## src/rtl/vx_fpu_tag_issue_if.sv

```systemverilog
// vx_fpu_tag_issue_if: request, FPU issue/result and response channels of the FPU tag issue block.
// Supplies default widths for INST_FPU_BITS, INST_FRM_BITS and FP_FLAGS_BITS when not already defined.
`ifndef INST_FPU_BITS
`define INST_FPU_BITS 4
`endif
`ifndef INST_FRM_BITS
`define INST_FRM_BITS 3
`endif
`ifndef FP_FLAGS_BITS
`define FP_FLAGS_BITS 5
`endif

interface vx_fpu_tag_issue_if #(
    parameter int NUM_LANES = 1,
    parameter int TAGW      = 2,
    parameter int METAW     = 8
);
    logic                                    req_valid;
    logic                                    req_ready;
    logic [METAW-1:0]                        req_meta;
    logic [`INST_FPU_BITS-1:0]               req_op_type;
    logic [`INST_FRM_BITS-1:0]               req_frm;
    logic [NUM_LANES*32-1:0]                 req_dataa;
    logic [NUM_LANES*32-1:0]                 req_datab;
    logic                                    fpu_valid_in;
    logic                                    fpu_ready_in;
    logic [TAGW-1:0]                         fpu_tag_in;
    logic [`INST_FPU_BITS-1:0]               fpu_op_type;
    logic [`INST_FRM_BITS-1:0]               fpu_frm;
    logic [NUM_LANES*32-1:0]                 fpu_dataa;
    logic [NUM_LANES*32-1:0]                 fpu_datab;
    logic                                    fpu_valid_out;
    logic                                    fpu_ready_out;
    logic [TAGW-1:0]                         fpu_tag_out;
    logic [NUM_LANES*32-1:0]                 fpu_result;
    logic                                    fpu_has_fflags;
    logic [NUM_LANES*`FP_FLAGS_BITS-1:0]     fpu_fflags;
    logic                                    rsp_valid;
    logic                                    rsp_ready;
    logic [METAW-1:0]                        rsp_meta;
    logic [NUM_LANES*32-1:0]                 rsp_result;
    logic                                    rsp_has_fflags;
    logic [`FP_FLAGS_BITS-1:0]               rsp_fflags;
    logic [TAGW:0]                           inflight;
    logic                                    spurious_tag;
    logic                                    fflags_clr;
    logic [`FP_FLAGS_BITS-1:0]               fflags_acc;

    modport slave (
        input  req_valid, req_meta, req_op_type, req_frm, req_dataa, req_datab,
        input  fpu_ready_in, fpu_valid_out, fpu_tag_out, fpu_result, fpu_has_fflags, fpu_fflags,
        input  rsp_ready, fflags_clr,
        output req_ready, fpu_valid_in, fpu_tag_in, fpu_op_type, fpu_frm, fpu_dataa, fpu_datab,
        output fpu_ready_out, rsp_valid, rsp_meta, rsp_result, rsp_has_fflags, rsp_fflags,
        output inflight, spurious_tag, fflags_acc
    );

    modport master (
        output req_valid, req_meta, req_op_type, req_frm, req_dataa, req_datab,
        output fpu_ready_in, fpu_valid_out, fpu_tag_out, fpu_result, fpu_has_fflags, fpu_fflags,
        output rsp_ready, fflags_clr,
        input  req_ready, fpu_valid_in, fpu_tag_in, fpu_op_type, fpu_frm, fpu_dataa, fpu_datab,
        input  fpu_ready_out, rsp_valid, rsp_meta, rsp_result, rsp_has_fflags, rsp_fflags,
        input  inflight, spurious_tag, fflags_acc
    );
endinterface

```

## src/rtl/vx_fpu_tag_issue.sv

```systemverilog
// vx_fpu_tag_issue: allocates tags for FPU requests, holds their metadata, and reorders nothing --
// results retire by tag into a one-entry response stage. Define FPU_FFLAGS_ACC_EN for a sticky fflags accumulator.
module vx_fpu_tag_issue #(
    parameter int NUM_LANES = 1,
    parameter int TAGW      = 2,
    parameter int METAW     = 8
) (
    input logic              clk,
    input logic              reset,
    vx_fpu_tag_issue_if.slave bus
);
    localparam int DEPTH = 1 << TAGW;
    localparam int FB    = `FP_FLAGS_BITS;

    logic [DEPTH-1:0]        busy;
    logic [METAW-1:0]        meta_store [DEPTH];
    logic [TAGW:0]           inflight_q;
    logic [TAGW-1:0]         free_tag;
    logic                    any_free, issue, fpu_rdy, rfire, retire, spurious_q;
    logic                    rsp_valid_q, rsp_hf_q;
    logic [METAW-1:0]        rsp_meta_q;
    logic [NUM_LANES*32-1:0] rsp_result_q;
    logic [FB-1:0]           rsp_ff_q, lane_ff, acc_q;

    always_comb begin
        free_tag = '0;
        for (int i = DEPTH - 1; i >= 0; i--)
            if (!busy[i]) free_tag = TAGW'(i);
    end

    always_comb begin
        lane_ff = '0;
        for (int l = 0; l < NUM_LANES; l++)
            lane_ff = lane_ff | bus.fpu_fflags[l*FB +: FB];
    end

    assign any_free = ~&busy;
    assign issue    = bus.req_valid & any_free & bus.fpu_ready_in;
    assign fpu_rdy  = ~rsp_valid_q | bus.rsp_ready;
    assign rfire    = bus.fpu_valid_out & fpu_rdy;
    assign retire   = rfire & busy[bus.fpu_tag_out];

    assign bus.req_ready      = bus.fpu_ready_in & any_free;
    assign bus.fpu_valid_in   = bus.req_valid & any_free;
    assign bus.fpu_tag_in     = free_tag;
    assign bus.fpu_op_type    = bus.req_op_type;
    assign bus.fpu_frm        = bus.req_frm;
    assign bus.fpu_dataa      = bus.req_dataa;
    assign bus.fpu_datab      = bus.req_datab;
    assign bus.fpu_ready_out  = fpu_rdy;
    assign bus.rsp_valid      = rsp_valid_q;
    assign bus.rsp_meta       = rsp_meta_q;
    assign bus.rsp_result     = rsp_result_q;
    assign bus.rsp_has_fflags = rsp_hf_q;
    assign bus.rsp_fflags     = rsp_ff_q;
    assign bus.inflight       = inflight_q;
    assign bus.spurious_tag   = spurious_q;
    assign bus.fflags_acc     = acc_q;

    // Issue tag comes from the pre-clear busy vector, so it never collides with a retiring tag.
    always_ff @(posedge clk or negedge reset) begin
        if (!reset) begin
            busy         <= '0;
            inflight_q   <= '0;
            spurious_q   <= 1'b0;
            rsp_valid_q  <= 1'b0;
            rsp_hf_q     <= 1'b0;
            rsp_ff_q     <= '0;
            rsp_meta_q   <= '0;
            rsp_result_q <= '0;
        end else begin
            busy       <= (busy & ~(DEPTH'(retire) << bus.fpu_tag_out)) | (DEPTH'(issue) << free_tag);
            inflight_q <= inflight_q + (TAGW+1)'(issue) - (TAGW+1)'(retire);
            if (rfire & ~retire) spurious_q <= 1'b1;
            if (fpu_rdy) rsp_valid_q <= bus.fpu_valid_out;
            if (rfire) begin
                rsp_meta_q   <= meta_store[bus.fpu_tag_out];
                rsp_result_q <= bus.fpu_result;
                rsp_hf_q     <= bus.fpu_has_fflags;
                rsp_ff_q     <= bus.fpu_has_fflags ? lane_ff : '0;
            end
        end
    end

    always_ff @(posedge clk) begin
        if (issue) meta_store[free_tag] <= bus.req_meta;
    end

`ifdef FPU_FFLAGS_ACC_EN
    always_ff @(posedge clk or negedge reset) begin
        if (!reset) acc_q <= '0;
        else if (bus.fflags_clr) acc_q <= '0;
        else if (rsp_valid_q & bus.rsp_ready & rsp_hf_q) acc_q <= acc_q | rsp_ff_q;
    end
`else
    logic unused_fflags_clr;
    assign unused_fflags_clr = bus.fflags_clr;
    assign acc_q = '0;
`endif
endmodule

```

## src/flat_wrapper.sv

```systemverilog
// flat-port wrapper written by rule: the top's interface ports become plain ports
module vx_fpu_tag_issue_flat 
#(
    parameter int NUM_LANES = 1,
    parameter int TAGW      = 2,
    parameter int METAW     = 8
)
  (clk, reset, bus_req_valid, bus_req_meta, bus_req_op_type, bus_req_frm, bus_req_dataa, bus_req_datab, bus_fpu_ready_in, bus_fpu_valid_out, bus_fpu_tag_out, bus_fpu_result, bus_fpu_has_fflags, bus_fpu_fflags, bus_rsp_ready, bus_fflags_clr, bus_req_ready, bus_fpu_valid_in, bus_fpu_tag_in, bus_fpu_op_type, bus_fpu_frm, bus_fpu_dataa, bus_fpu_datab, bus_fpu_ready_out, bus_rsp_valid, bus_rsp_meta, bus_rsp_result, bus_rsp_has_fflags, bus_rsp_fflags, bus_inflight, bus_spurious_tag, bus_fflags_acc);
  vx_fpu_tag_issue_if #(.NUM_LANES(NUM_LANES), .TAGW(TAGW), .METAW(METAW)) bus_i ();
  input logic clk;
  input logic reset;
  input wire logic [$bits(bus_i.req_valid)-1:0] bus_req_valid;
  input wire logic [$bits(bus_i.req_meta)-1:0] bus_req_meta;
  input wire logic [$bits(bus_i.req_op_type)-1:0] bus_req_op_type;
  input wire logic [$bits(bus_i.req_frm)-1:0] bus_req_frm;
  input wire logic [$bits(bus_i.req_dataa)-1:0] bus_req_dataa;
  input wire logic [$bits(bus_i.req_datab)-1:0] bus_req_datab;
  input wire logic [$bits(bus_i.fpu_ready_in)-1:0] bus_fpu_ready_in;
  input wire logic [$bits(bus_i.fpu_valid_out)-1:0] bus_fpu_valid_out;
  input wire logic [$bits(bus_i.fpu_tag_out)-1:0] bus_fpu_tag_out;
  input wire logic [$bits(bus_i.fpu_result)-1:0] bus_fpu_result;
  input wire logic [$bits(bus_i.fpu_has_fflags)-1:0] bus_fpu_has_fflags;
  input wire logic [$bits(bus_i.fpu_fflags)-1:0] bus_fpu_fflags;
  input wire logic [$bits(bus_i.rsp_ready)-1:0] bus_rsp_ready;
  input wire logic [$bits(bus_i.fflags_clr)-1:0] bus_fflags_clr;
  output wire logic [$bits(bus_i.req_ready)-1:0] bus_req_ready;
  output wire logic [$bits(bus_i.fpu_valid_in)-1:0] bus_fpu_valid_in;
  output wire logic [$bits(bus_i.fpu_tag_in)-1:0] bus_fpu_tag_in;
  output wire logic [$bits(bus_i.fpu_op_type)-1:0] bus_fpu_op_type;
  output wire logic [$bits(bus_i.fpu_frm)-1:0] bus_fpu_frm;
  output wire logic [$bits(bus_i.fpu_dataa)-1:0] bus_fpu_dataa;
  output wire logic [$bits(bus_i.fpu_datab)-1:0] bus_fpu_datab;
  output wire logic [$bits(bus_i.fpu_ready_out)-1:0] bus_fpu_ready_out;
  output wire logic [$bits(bus_i.rsp_valid)-1:0] bus_rsp_valid;
  output wire logic [$bits(bus_i.rsp_meta)-1:0] bus_rsp_meta;
  output wire logic [$bits(bus_i.rsp_result)-1:0] bus_rsp_result;
  output wire logic [$bits(bus_i.rsp_has_fflags)-1:0] bus_rsp_has_fflags;
  output wire logic [$bits(bus_i.rsp_fflags)-1:0] bus_rsp_fflags;
  output wire logic [$bits(bus_i.inflight)-1:0] bus_inflight;
  output wire logic [$bits(bus_i.spurious_tag)-1:0] bus_spurious_tag;
  output wire logic [$bits(bus_i.fflags_acc)-1:0] bus_fflags_acc;
  assign bus_i.req_valid = bus_req_valid;
  assign bus_i.req_meta = bus_req_meta;
  assign bus_i.req_op_type = bus_req_op_type;
  assign bus_i.req_frm = bus_req_frm;
  assign bus_i.req_dataa = bus_req_dataa;
  assign bus_i.req_datab = bus_req_datab;
  assign bus_i.fpu_ready_in = bus_fpu_ready_in;
  assign bus_i.fpu_valid_out = bus_fpu_valid_out;
  assign bus_i.fpu_tag_out = bus_fpu_tag_out;
  assign bus_i.fpu_result = bus_fpu_result;
  assign bus_i.fpu_has_fflags = bus_fpu_has_fflags;
  assign bus_i.fpu_fflags = bus_fpu_fflags;
  assign bus_i.rsp_ready = bus_rsp_ready;
  assign bus_i.fflags_clr = bus_fflags_clr;
  assign bus_req_ready = bus_i.req_ready;
  assign bus_fpu_valid_in = bus_i.fpu_valid_in;
  assign bus_fpu_tag_in = bus_i.fpu_tag_in;
  assign bus_fpu_op_type = bus_i.fpu_op_type;
  assign bus_fpu_frm = bus_i.fpu_frm;
  assign bus_fpu_dataa = bus_i.fpu_dataa;
  assign bus_fpu_datab = bus_i.fpu_datab;
  assign bus_fpu_ready_out = bus_i.fpu_ready_out;
  assign bus_rsp_valid = bus_i.rsp_valid;
  assign bus_rsp_meta = bus_i.rsp_meta;
  assign bus_rsp_result = bus_i.rsp_result;
  assign bus_rsp_has_fflags = bus_i.rsp_has_fflags;
  assign bus_rsp_fflags = bus_i.rsp_fflags;
  assign bus_inflight = bus_i.inflight;
  assign bus_spurious_tag = bus_i.spurious_tag;
  assign bus_fflags_acc = bus_i.fflags_acc;
  vx_fpu_tag_issue #(.NUM_LANES(NUM_LANES), .TAGW(TAGW), .METAW(METAW)) u_core (.clk(clk), .reset(reset), .bus(bus_i));
endmodule
```

## config.mk

```make
export PLATFORM = sky130hd
export DESIGN_NAME = vx_fpu_tag_issue_flat
export DESIGN_NICKNAME = d
export VERILOG_FILES = /design/src/rtl/vx_fpu_tag_issue_if.sv /design/src/rtl/vx_fpu_tag_issue.sv /design/src/flat_wrapper.sv
export SDC_FILE = /design/constraint.sdc
export NUM_CORES = 1
export LEC_CHECK = 0
export ABC_AREA = 0
export BUFFER_PORTS_ARGS = -buffer_cell sky130_fd_sc_hd__buf_4
export CORE_MARGIN = 2
export CORE_UTILIZATION = 30
export CTS_CLUSTER_SIZE = 14
export DETAILED_ROUTE_END_ITERATION = 7
export PLACE_DENSITY = 0.69
export SYNTH_ARGS = -nofsm -noshare
export SYNTH_HDL_FRONTEND = slang
export SYNTH_SLANG_ARGS = --single-unit
```

## constraint.sdc

```tcl
create_clock -name clk -period 2.1 [get_ports clk]
set_input_delay 0.21 -clock clk [delete_from_list [all_inputs] [get_ports clk]]
set_output_delay 0.21 -clock clk [all_outputs]
set_load 0.005 [all_outputs]
```

# After elaboration in Yosys (flattened, before gate mapping)
# Memory sizes are Yosys's and may differ from the RTL's. A register that Yosys moved wholly into a read port is not among the register bits.
# Cells that the tools add are included.
# totals
wordCells,37
mem_bits_ro,0
output_inout_bits,132
in_bits,126
ramBits,32
regBits,47
memories,1
latchBits,0
# memory_table
memory,words,width,read_ports,rd_clocked_by_memory_dff,write_ports,line_no,source
u_core.meta_store,4,8,1,1,1,vx_fpu_tag_issue.sv:16,logic [METAW-1:0] meta_store [DEPTH];
# op_classes
shifts,2
n_addsub,2
div,0
n_mul,0
bitwise,12
n_reduce_logical,3
mux,9
n_lt_le_gt_ge,1
n_eq_ne,0
# ops
op,n
2-bit 2-to-1 mux,4
1-bit by 2-bit << shifter with 4-bit output,2
1-bit AND,6
5-bit 2-to-1 mux,1
4-bit AND,1
4-bit inverter,1
4-bit OR,1
4-bit AND reduction,1
3-bit by 1-bit adder with 3-bit output,1
"2-bit by 3-bit < comparator with 1-bit output, second input constant",1
1-bit 2-to-1 mux,3
3-bit by 1-bit subtractor with 3-bit output,1
1-bit binary-select mux with 2-bit select,1
1-bit logical NOT,2
1-bit inverter,2
1-bit OR,1

# Longest topological paths before layout
# depth
depth_word,8
ltp_mapped,12
ltp_nobuf,10

# Least setup slack after synthesis
# OpenSTA, ideal clock, no wires.
# synth_timing
path_type,flip-flop to flip-flop
startpoint,register u_core.rsp_valid_q (netlist: u_core.bus.rsp_valid)
endpoint,register u_core.inflight_q[2] (netlist: u_core.bus.inflight[2])
path_stages_with_launch,13
required_ns,1.977
period_less_slack_ns,2.116
n_path_buf,2
setup_slack_ns,-0.016
t_arrival_ns,1.993
setup_ns,0.123
path_cell_list,dfrtp_1 > nor2b_4 > inv_2 > nand2_1 > buf_4 > buf_6 > nor2_1 > ha_1 > inv_1 > ha_1 > inv_1 > fa_1 > xnor2_1
# synth_via
elab_chain_len,5
# synth_lines
element,line_no,source
start: declaration,vx_fpu_tag_issue.sv:20,"logic rsp_valid_q, rsp_hf_q;"
start signal: assignment,vx_fpu_tag_issue.sv:75,if (fpu_rdy) rsp_valid_q <= bus.fpu_valid_out;
1-bit inverter,vx_fpu_tag_issue.sv:39,assign fpu_rdy = ~rsp_valid_q | bus.rsp_ready;
1-bit OR,vx_fpu_tag_issue.sv:39,
named net bus_fpu_ready_out,flat_wrapper.sv:33,output wire logic [$bits(bus_i.fpu_ready_out)-1:0] bus_fpu_ready_out;
1-bit AND,vx_fpu_tag_issue.sv:40,assign rfire = bus.fpu_valid_out & fpu_rdy;
1-bit AND,vx_fpu_tag_issue.sv:41,assign retire = rfire & busy[bus.fpu_tag_out];
3-bit by 1-bit subtractor with 3-bit output,vx_fpu_tag_issue.sv:73,inflight_q <= inflight_q + (TAGW+1)'(issue) - (TAGW+1)'(retire);
end signal: assignment,vx_fpu_tag_issue.sv:73,
end: declaration,vx_fpu_tag_issue.sv:17,logic [TAGW:0] inflight_q;
# The timed path passes the listed nets, and every way through them passes these cells.
# A chain may end at the register's enable or synchronous reset.

# Worst setup path after layout
# layout_timing
startpoint,register u_core.busy[3]
endpoint,register u_core.inflight_q[1] (netlist: u_core.bus.inflight[1])
# layout_via
elab_chain_len,6
word_cells_on_any_way,9
classes_between,add/sub: 2; mux: 2; bitwise: 3; reduce/logical: 2
# layout_lines
element,line_no,source
start: declaration,vx_fpu_tag_issue.sv:15,logic [DEPTH-1:0] busy;
start signal: assignment,vx_fpu_tag_issue.sv:72,busy <= (busy & ~(DEPTH'(retire) << bus.fpu_tag_out)) | (DEPTH'(issue) << free_tag);
4-bit AND reduction,vx_fpu_tag_issue.sv:37,assign any_free = ~&busy;
1-bit logical NOT,vx_fpu_tag_issue.sv:37,
1-bit AND (2 in a row),vx_fpu_tag_issue.sv:38,assign issue = bus.req_valid & any_free & bus.fpu_ready_in;
3-bit by 1-bit adder with 3-bit output,vx_fpu_tag_issue.sv:73,
3-bit by 1-bit subtractor with 3-bit output *,vx_fpu_tag_issue.sv:73,
# Mark *: on every way between the ends. The rest lies on a longest branch, timed or not. The select of a mux whose other input is x is not followed.

==> impl_metrics.json <==
{
  "outcome": "finished, final reports clean",
  "power_leakage_uw": 0.00206,
  "placed_area_um2": 4490,
  "crit_fanout": 2,
  "cp.buffers_inverters": 3,
  "startpoint_type": "flop",
  "synthesis.area_um2": 3990,
  "fin_skew_ps": 6.00,
  "nets": 460,
  "postCtsResizedCells": 0,
  "drtPass1Iterations": 4,
  "path_common_cell": "inv_1",
  "regArea_um2": 2340,
  "gp_congestion": 0.782,
  "avgViaCountPerCell": 4.46,
  "synth_edf_count": 32,
  "finalSetupViolations": 0,
  "cts_hold_repair.buffers": 1,
  "rsz0062_at_grt": "false",
  "path_delay_family": "adder cells",
  "yosysUniqueCellTypes": 34,
  "grt_max_degree": 56,
  "cts_root_buffer": "clkbuf_16",
  "required_ps": 2330,
  "io_pins": 258,
  "port_buffers": 109,
  "dp_hpwl_um": 7390,
  "worstSkewPairLatency_ps": 340,
  "layout_commonest_cell": "buf_4",
  "core_area_um2": 13100,
  "clockBufferDepth": 2,
  "num_rows": 42,
  "cp.arrival_ps": 2130,
  "cts_sinks": 87,
  "cts.clk_slew.worst_paths_ps": 70,
  "finalInstanceArea_um2": 4800,
  "slew_headroom_pct": 49.6,
  "period_minus_slack_ps": 1900,
  "ys_seq_area_share_pct": 58.6,
  "grt_pass1_wl_um": 14800,
  "synthFlopType": "dfrtp_1",
  "cp_slowest_cell": "fa_1",
  "dieArea_um2": 14200,
  "initial_core_util_pct": 30.4,
  "crit_type": "reg2reg",
  "grt_antenna_before_repair": 0,
  "drt_iter0_drc": 88,
  "cts_tree": "yes",
  "slowest_delay_ps": 480,
  "synth_cells": 281,
  "endpoint_kind": "flop",
  "worst_pin_slew_ps": 755,
  "antenna_cells": 0,
  "worstReg2RegStart": "u_core.busy[3]$_DFF_PN0_",
  "tns_ps": 0,
  "cts_setup_buffers": 0,
  "nFillCells": 1296,
  "crit_start": "u_core.busy[3]$_DFF_PN0_",
  "drc": 0,
  "hold_viol_final": 0,
  "ant_nets": 0,
  "maxCapViolations": 0,
  "chipWidth_um": 119,
  "syn_area_per_cell_um2": 14.2,
  "area_delta_synth_final_pct": 20.3,
  "layout_common_cells": "buf_4, dfrtp_1, mux2_2, edfxtp_1, o21ai_0",
  "async_flop_share_pct": 63.2,
  "cts_buffers": 9,
  "grt_pass1_vias": 2455,
  "drive_gt1_share_pct": 55.7,
  "slew_violations": 0,
  "p_per_area_nw_per_um2": 1000,
  "grt_overflow": 0,
  "min_period_over_period_pct": 90.5,
  "crit_chain": "mux2i_1 -> mux2_2 -> nor2_1 -> ha_1 -> inv_1 -> ha_1 -> inv_1 -> fa_1 -> inv_1",
  "whs_ps": 71.9,
  "place_ws_ps": 157,
  "ys_warn_count": 0,
  "ir_worst_vdd_uv": 432,
  "multi_input_area_um2": 1010,
  "synth-seq-cells": 87,
  "die_h_um": 119,
  "finalWorstSetupSlack_ps": 200,
  "wl_per_cell_um": 19.4,
  "hp-start": "bus_req_meta[3]",
  "hp-class": "in2reg",
  "ctsHtreeMaxLevel": 3,
  "routed_wl_um": 9930,
  "grtUsageTotal_pct": 14.0,
  "fmax_mhz": 526,
  "num_vias": 2282,
  "utilization_pct": 36.5
}
## final cells by class
cell class / instances / area share [%]
clock buffer: 11 / 4.85
tap: 176 / 4.59
inverter: 7 / 0.547
multi-input combinational: 105 / 21.0
clock inverter: 5 / 1.36
sequential: 87 / 48.7
timing repair buffer: 121 / 19.0
## metal layers
metal  GRT usage, %  part of all wire, %  vias up
li1               -                    -      994
met1           15.4                   37     1144
met2           23.7                   51      127
met3           5.99                   10       17
met4           5.44                  1.6        0
met5              0                    0        -
## where the power goes
part	leakage (uW)	total [uW]	switching, uW	internal [uW]
combinational	0.000989	1060	450	614
sequential	0.000933	2140	129	2010
clock	0.000138	1610	670	935
total	0.00206	4810	1250	3560
## state kept, by name (all words and copies together), names as in the netlist
name	count
u_core.bus.rsp_fflags	5
u_core.busy	4
u_core.bus.spurious_tag	1
u_core.meta_store	32
u_core.bus.inflight	3
u_core.bus.rsp_meta	8
u_core.bus.rsp_valid	1
u_core.bus.rsp_result	32
u_core.bus.rsp_has_fflags	1
## path summary, 6_finish.rpt
check / depth (start not counted) / slack, ps / to
worst min-delay path: 1 / 70 / u_core.meta_store[1][3]$_DFFE_PP_
worst min register to register: 1 / 480 / u_core.bus.spurious_tag$_DFFE_PN0P_
worst max-delay path: 9 / 200 / u_core.bus.inflight[1]$_DFF_PN0_
max in group asynchronous: 2 / 1110 / u_core.bus.rsp_fflags[0]$_DFFE_PN0P_
worst max register to register: 9 / 200 / u_core.bus.inflight[1]$_DFF_PN0_
min in group asynchronous: 2 / 480 / u_core.bus.rsp_result[28]$_DFFE_PN0P_
## Yosys cell counts (2+ instances only)
library cell   n  area (um^2)
mux4_1         2         52.6
buf_4         77          578
clkbuf_1       3         11.3
a21oi_1        2         10.0
mux4_2         6          135
and2_1         2         12.5
xnor2_1        2         17.5
a31oi_1        3         18.8
nand2_1       10         37.5
inv_1          6         22.5
o21ai_0       11         55.1
dfrtp_1       55         1380
mux2i_1        2         20.0
mux2_2        42          473
buf_6          3         33.8
nor2_1         2         7.51
edfxtp_1      32          961
buf_2          3         15.0
nor3_1         2         10.0
ha_1           2         25.0
## cells by family after synthesis
logic type	synth area share (%)
flops	58.6
fa+ha+maj	1.13
mux	17.1
simple gates	3.10
compound gates	2.98
xor+xnor	0.439
other cells	0.0940
buf+inv	16.6
## metrics by stage
| step | total power, uW | std cells |
|---|---|---|
| after floorplan | 2750 | 285 |
| after global placement | 3210 | 495 |
| after detailed placement | 3250 | 495 |
| after CTS | 4890 | 512 |
| after global routing | 5050 | 512 |
| final | 4810 | 512 |
(Power assumes the default switching activity.)
